File: config.mk
export PLATFORM = sky130hd
export DESIGN_NAME = fetch_queue
export DESIGN_NICKNAME = d
export VERILOG_FILES = /design/src/rtl/fetch_queue.sv
export SDC_FILE = /design/constraint.sdc
export NUM_CORES = 1
export LEC_CHECK = 0
export ABC_AREA = 1
export BUFFER_PORTS_ARGS = -buffer_cell sky130_fd_sc_hd__buf_4
export CAP_MARGIN = 20
export CORE_MARGIN = 5
export CORE_UTILIZATION = 64
export CTS_BUF_LIST = sky130_fd_sc_hd__clkbuf_8
export DETAILED_ROUTE_END_ITERATION = 7
export HOLD_SLACK_MARGIN = 0.06
export PLACE_DENSITY = 0.92
export SYNTH_ARGS = -nofsm -noshare
export SYNTH_HDL_FRONTEND = slang
export SYNTH_SLANG_ARGS = --single-unit
File: constraint.sdc
create_clock -name clk -period 10.4 [get_ports clk]
set_input_delay 1.56 -clock clk [delete_from_list [all_inputs] [get_ports clk]]
set_output_delay 1.56 -clock clk [all_outputs]
set_load 0.02 [all_outputs]
File: src/rtl/fetch_queue.sv
// Instruction fetch queue: circular buffer of {PC, instruction} pairs between fetch and decode.
// Define FETCH_QUEUE_BYPASS_EN for a zero-latency empty-queue bypass from enq_* to deq_*.
module fetch_queue #(
   parameter int ADDR_WIDTH  = 12,
   parameter int INSTR_WIDTH = 32,
   parameter int DEPTH       = 4
) (
   input  logic                     clk,
   input  logic                     reset_n,
   input  logic                     flush,
   input  logic                     enq_valid,
   output logic                     enq_ready,
   input  logic [ADDR_WIDTH-1:0]    enq_pc,
   input  logic [INSTR_WIDTH-1:0]   enq_instr,
   output logic                     deq_valid,
   input  logic                     deq_ready,
   output logic [ADDR_WIDTH-1:0]    deq_pc,
   output logic [INSTR_WIDTH-1:0]   deq_instr,
   output logic [$clog2(DEPTH):0]   count
);

   localparam int PW = $clog2(DEPTH);
   localparam int CW = PW + 1;
   localparam logic [CW-1:0] FULL = CW'(DEPTH);

   logic [PW-1:0]          wr_ptr_q, wr_ptr_d;
   logic [PW-1:0]          rd_ptr_q, rd_ptr_d;
   logic [CW-1:0]          count_q, count_d;
   logic [ADDR_WIDTH-1:0]  pc_mem_q    [DEPTH];
   logic [INSTR_WIDTH-1:0] instr_mem_q [DEPTH];

   logic byp;
   logic enq_fire, deq_fire;
   logic wr_en, rd_en;

`ifdef FETCH_QUEUE_BYPASS_EN
   // Reset gating keeps deq_valid low while the queue is held in reset.
   assign byp = reset_n && !flush && (count_q == '0) && enq_valid;
`else
   assign byp = 1'b0;
`endif

   assign enq_ready = reset_n && (count_q != FULL);
   assign deq_valid = (count_q != '0) || byp;
   assign count     = count_q;

   assign enq_fire = enq_valid && enq_ready;
   assign deq_fire = deq_valid && deq_ready;

   // A bypassed entry that decode takes immediately never touches storage.
   assign wr_en = enq_fire && !(byp && deq_ready);
   assign rd_en = deq_fire && !byp;

   always_comb begin
      deq_pc    = '0;
      deq_instr = '0;
      if (byp) begin
         deq_pc    = enq_pc;
         deq_instr = enq_instr;
      end else if (count_q != '0) begin
         deq_pc    = pc_mem_q[rd_ptr_q];
         deq_instr = instr_mem_q[rd_ptr_q];
      end
   end

   always_comb begin
      wr_ptr_d = wr_ptr_q;
      rd_ptr_d = rd_ptr_q;
      count_d  = count_q;
      if (wr_en) wr_ptr_d = wr_ptr_q + PW'(1);
      if (rd_en) rd_ptr_d = rd_ptr_q + PW'(1);
      case ({wr_en, rd_en})
         2'b10:   count_d = count_q + CW'(1);
         2'b01:   count_d = count_q - CW'(1);
         default: count_d = count_q;
      endcase
   end

   always_ff @(posedge clk) begin
      if (!reset_n || flush) begin
         wr_ptr_q <= '0;
         rd_ptr_q <= '0;
         count_q  <= '0;
      end else begin
         wr_ptr_q <= wr_ptr_d;
         rd_ptr_q <= rd_ptr_d;
         count_q  <= count_d;
      end
   end

   // Storage needs no reset; occupancy alone decides what is valid.
   always_ff @(posedge clk) begin
      if (reset_n && !flush && wr_en) begin
         pc_mem_q[wr_ptr_q]    <= enq_pc;
         instr_mem_q[wr_ptr_q] <= enq_instr;
      end
   end

endmodule

Word level (Yosys, flattened, before mapping)

Memories as Yosys holds them, arrays and structs flattened. A register that Yosys moved wholly into a read port is not among the register bits.
Index checks and enable logic that the tools add are counted.
Widths: inputs -> output; s select.

$add $sub $neg: 4
Reduce and logical (&&, ||, !) cells: 10
Equality and inequality tests: 3
Muxes and demuxes: 9

Operators by type and width:

| operator            | number |
|---|---|
| $mux 32             | 1 |
| $mux 12             | 1 |
| $mux 2              | 4 |
| $pmux 3 s2          | 1 |
| $logic_and 1x1->1   | 5 |
| $add 2x1->2 const B | 2 |
| $add 3x1->3 const B | 1 |
| $ne 3x3->1 const B  | 1 |
| $reduce_bool 3->1   | 1 |
| $sub 3x1->3 const B | 1 |
| $eq 2x1->1 const B  | 1 |
| $eq 2x2->1 const B  | 1 |
| $logic_not 1->1     | 2 |
| $mux 1              | 2 |
| $reduce_bool 2->1   | 1 |
| $logic_or 1x1->1    | 1 |

Register bits after elaboration: 7
Bits in writable memories: 176
Output and inout bits: 49
Word-level logic and storage cells: 31
Input bits: 49
Memories: 2

Memory list:

| name        | words | width | read ports | clocked after memory_dff | write ports | RTL line | source |
|---|---|---|---|---|---|---|---|
| instr_mem_q | 4     | 32    | 1          | 1                        | 1           | 30       | `logic [INSTR_WIDTH-1:0] instr_mem_q [DEPTH];` |
| pc_mem_q    | 4     | 12    | 1          | 1                        | 1           | 29       | `logic [ADDR_WIDTH-1:0] pc_mem_q [DEPTH];` |

Logic depth before layout (Yosys ltp)

Depth in word-level cells: 6
Mapped depth: 13
Mapped depth without buffers: 13

Least setup slack after synthesis

No wires, ideal clock.

Path type: input -> register
Start point: in reset_n
End point: mem instr_mem_q[0][0] (enable)
Path buffers: 0
Setup slack: 4.860 ns
Stages: 2
Data required time: 9.890 ns
Library setup time: 0.510 ns
Arrival time: 5.031 ns
Cell sequence: nand3_1 > nor3b_1

Word-level cells in the longest chain between the ends: 5
Elaborated cells on any way between the ends: 6
Classes of those cells: 2 x mux; 4 x reduce/logical

RTL lines:

| element                          | RTL line | source |
|---|---|---|
| from (decl)                      | 9        | `input logic reset_n,` |
| $logic_and 1x1->1                | 43       | `assign enq_ready = reset_n && (count_q != FULL);` |
| $logic_and 1x1->1                | 47       | `assign enq_fire = enq_valid && enq_ready;` |
| $logic_and 1x1->1 (*)            | 93       | `if (reset_n && !flush && wr_en) begin` |
| $mux 1 (*)                       | 93       |  |
| $mux 1 (not written as such) (*) | 95       | `instr_mem_q[wr_ptr_q] <= enq_instr;` |
| to (decl)                        | 30       |  |

Mark *: on every way between the ends. The rest lies on a longest branch, timed or not.

==> results.yml <==
cts:
  clk_pin_slew_worst_paths_ns: 0.09
  clock-root-buffer: "clkbuf_8"
  post_cts_resized: 0
  post_cts_buffers: 0
  htreeDepth: 4
  cts_hold_buf: 0
  cts_sinks: 185
  clk_latency_ns: 0.46
  cts_inserted_buffers: 17
  cts_tree: "done"
  clk_path_buf_depth: 2
critical_path:
  slowest_stage: "dfxtp_2"
  arrival_ns: 2.94
  path_delay_family: "flip-flops"
  cp.buffers_inverters: 2
  crit_required_ns: 8.84
  worstSetupStartpointType: "register"
  slowest_delay_ns: 0.98
  cp_cell_sequence: "inv_2 > nor2_1 > o21ai_0 > a21oi_1 > buf_4"
  cp-end-kind: "output port"
  crit_path_max_fanout: 45
  path_class: "register to output port"
pwr:
  p_per_area_nw_per_um2: 165
  power_leakage_uw: 0.00308
  vdd_drop_max_v: 0.000115
place:
  dp_hpwl_um: 8820
  port_buffers: 97
  gp_congestion: 0.787
  placed_area_um2: 8090
timing:
  finalCriticalPeriod_ns: 4.50
  final-setup-viol-count: 0
  rsz0062_at_grt: "no"
  timing.fmax_mhz: 222
  relSlewSlack_pct: 27.6
  tightest_slew_ns: 1.08
  hold_viol: 0
  period_share_pct: 43.3
  finalSetupTns_ns: 0
  slew_viol_final: 0
  finClkSkew_ns: 0.0111
drt:
  drc: 0
  wl_um: 15600
  drt_iter0_markers: 489
  wl_per_cell_um: 18.7
  vias_per_cell: 5.87
  dr.pass1.iters: 5
  route.antenna.remaining_nets: 0
  vias: 4903
finish:
  synthToLayoutAreaGrowth_pct: 16.3
  post-route-util_pct: 75.1
  layout-drive-gt1-share_pct: 20.4
  nNetsFinal: 734
  antenna_cells: 0
  finalInstanceArea_um2: 8500
  final_common_cell: "nor2_1"
  mostFrequentLayoutCells: "nor2_1, edfxtp_1, buf_4"
logic_synthesis:
  async_flop_share_pct: 0
  ys.flop_type: "edfxtp_1"
  ys_types: 19
  synth_nets: 646
  ys_seq_area_share_pct: 74.8
  syn_avg_cell_area_um2: 12.4
  synth-seq-cells: 185
  synth_area_um2: 7310
  yosysWarnings: 0
  synth-edff-count: 176
  netlist_instances: 591
hold_path:
  hold_class: "register to register"
die:
  initial_core_util_pct: 64.6
  fp.dieW_um: 117
  die_h_um: 117
  row_count: 39
  coreArea_um2: 11300
  ioPinCount: 98
  die_area_um2: 13700
global_routing:
  grt.total_usage_pct: 23.4
  grt_max_degree: 90
  grt_pass1_wl_um: 23800
  grt_overflow: 0
  antenna_found_initial: 0
  grt_pass1_vias: 4968
run_status:
  status: "finished clean"
flow_run:
  maxCapViolations: 0
[synthesized netlist by cell type, types with 4 or more instances]
cell | number | area share [%]
a21oi_1 | 48 | 3.3
buf_2 | 15 | 1.0
buf_6 | 4 | 0.62
clkbuf_1 | 10 | 0.51
dfxtp_1 | 9 | 2.5
edfxtp_1 | 176 | 72
ha_1 | 5 | 0.86
inv_1 | 16 | 0.82
nand2_1 | 17 | 0.87
nor2_1 | 185 | 9.5
nor3b_1 | 4 | 0.41
o21ai_0 | 70 | 4.8
o21ai_1 | 20 | 1.4
[logic make-up after synthesis]
kind of cell	Yosys count	share of synthesized area (%)
AND/OR/NAND/NOR	211	11.2
flip-flops	185	74.8
AO/OA/AOI/OAI	138	9.45
buffers and inverters	51	3.48
adder cells (fa/ha/maj)	6	1.13
[per-layer routing]
layer,track usage [%],wire (um),vias up
li1,-,-,2246
met1,28.4,5900,2349
met2,39.6,8040,277
met3,6.53,1360,31
met4,10.5,346,0
met5,0,0,-
[final cells by class]
cell class | count | area, um^2
Multi-Input combinational cell | 355 | 1610
Clock inverter | 15 | 178
Inverter | 19 | 73.8
Timing Repair Buffer | 101 | 758
Fill cell | 687 | 2820
Tap cell | 143 | 179
Clock buffer | 17 | 234
Sequential cell | 185 | 5470
[report_power, final]
group / switching (uW) / leakage, uW / internal (uW)
logic: 59.1 / 0.00121 / 35.5
registers: 5.36 / 0.00166 / 822
clock network: 245 / 0.000205 / 238
total: 309 / 0.00308 / 1100
[registers in the layout, summed over array words and instances, names as in the netlist, named ones only]
name         cells
count            3
instr_mem_q    128
pc_mem_q        48
rd_ptr_q         2
wr_ptr_q         2
[metrics by stage]
| stage | total power [uW] | instances | setup slack [ns] | hold WS [ns] |
|---|---|---|---|---|
| 6_report | 1410 | 835 | 5.90 | 0.531 |
| 5_1_grt | 1450 | 835 | 5.73 | 0.528 |
| 4_1_cts | 1410 | 835 | 5.90 | 0.516 |
| 3_5_place_dp | 938 | 803 | 6.48 | 0.506 |
| 3_3_place_gp | 934 | 803 | 6.53 | 0.476 |
| 2_1_floorplan | 890 | 591 | 4.86 | 0.461 |
[worst min-delay path, delay by kind of cell (launching register included)]
family,cells,cell delay (ns)
DFF,1,0.33
AOI/OAI and AO/OA,1,0.08
and+or+nand+nor,1,0.07
[worst paths after layout]
kind | start | to | slack (ns) | cells past startpoint
max | register | deq_pc[7] | 5.90 | 5
min | rd_ptr_q[1]$_SDFFE_PP0P_ | register | 0.53 | 2
max reg2reg | count[1]$_SDFFE_PP0P_ | pc_mem_q[3][7]$_DFFE_PP_ | 7.59 | 5
min reg2reg | rd_ptr_q[1]$_SDFFE_PP0P_ | register | 0.53 | 2
Note: power is estimated with default switching activity, not from simulation.
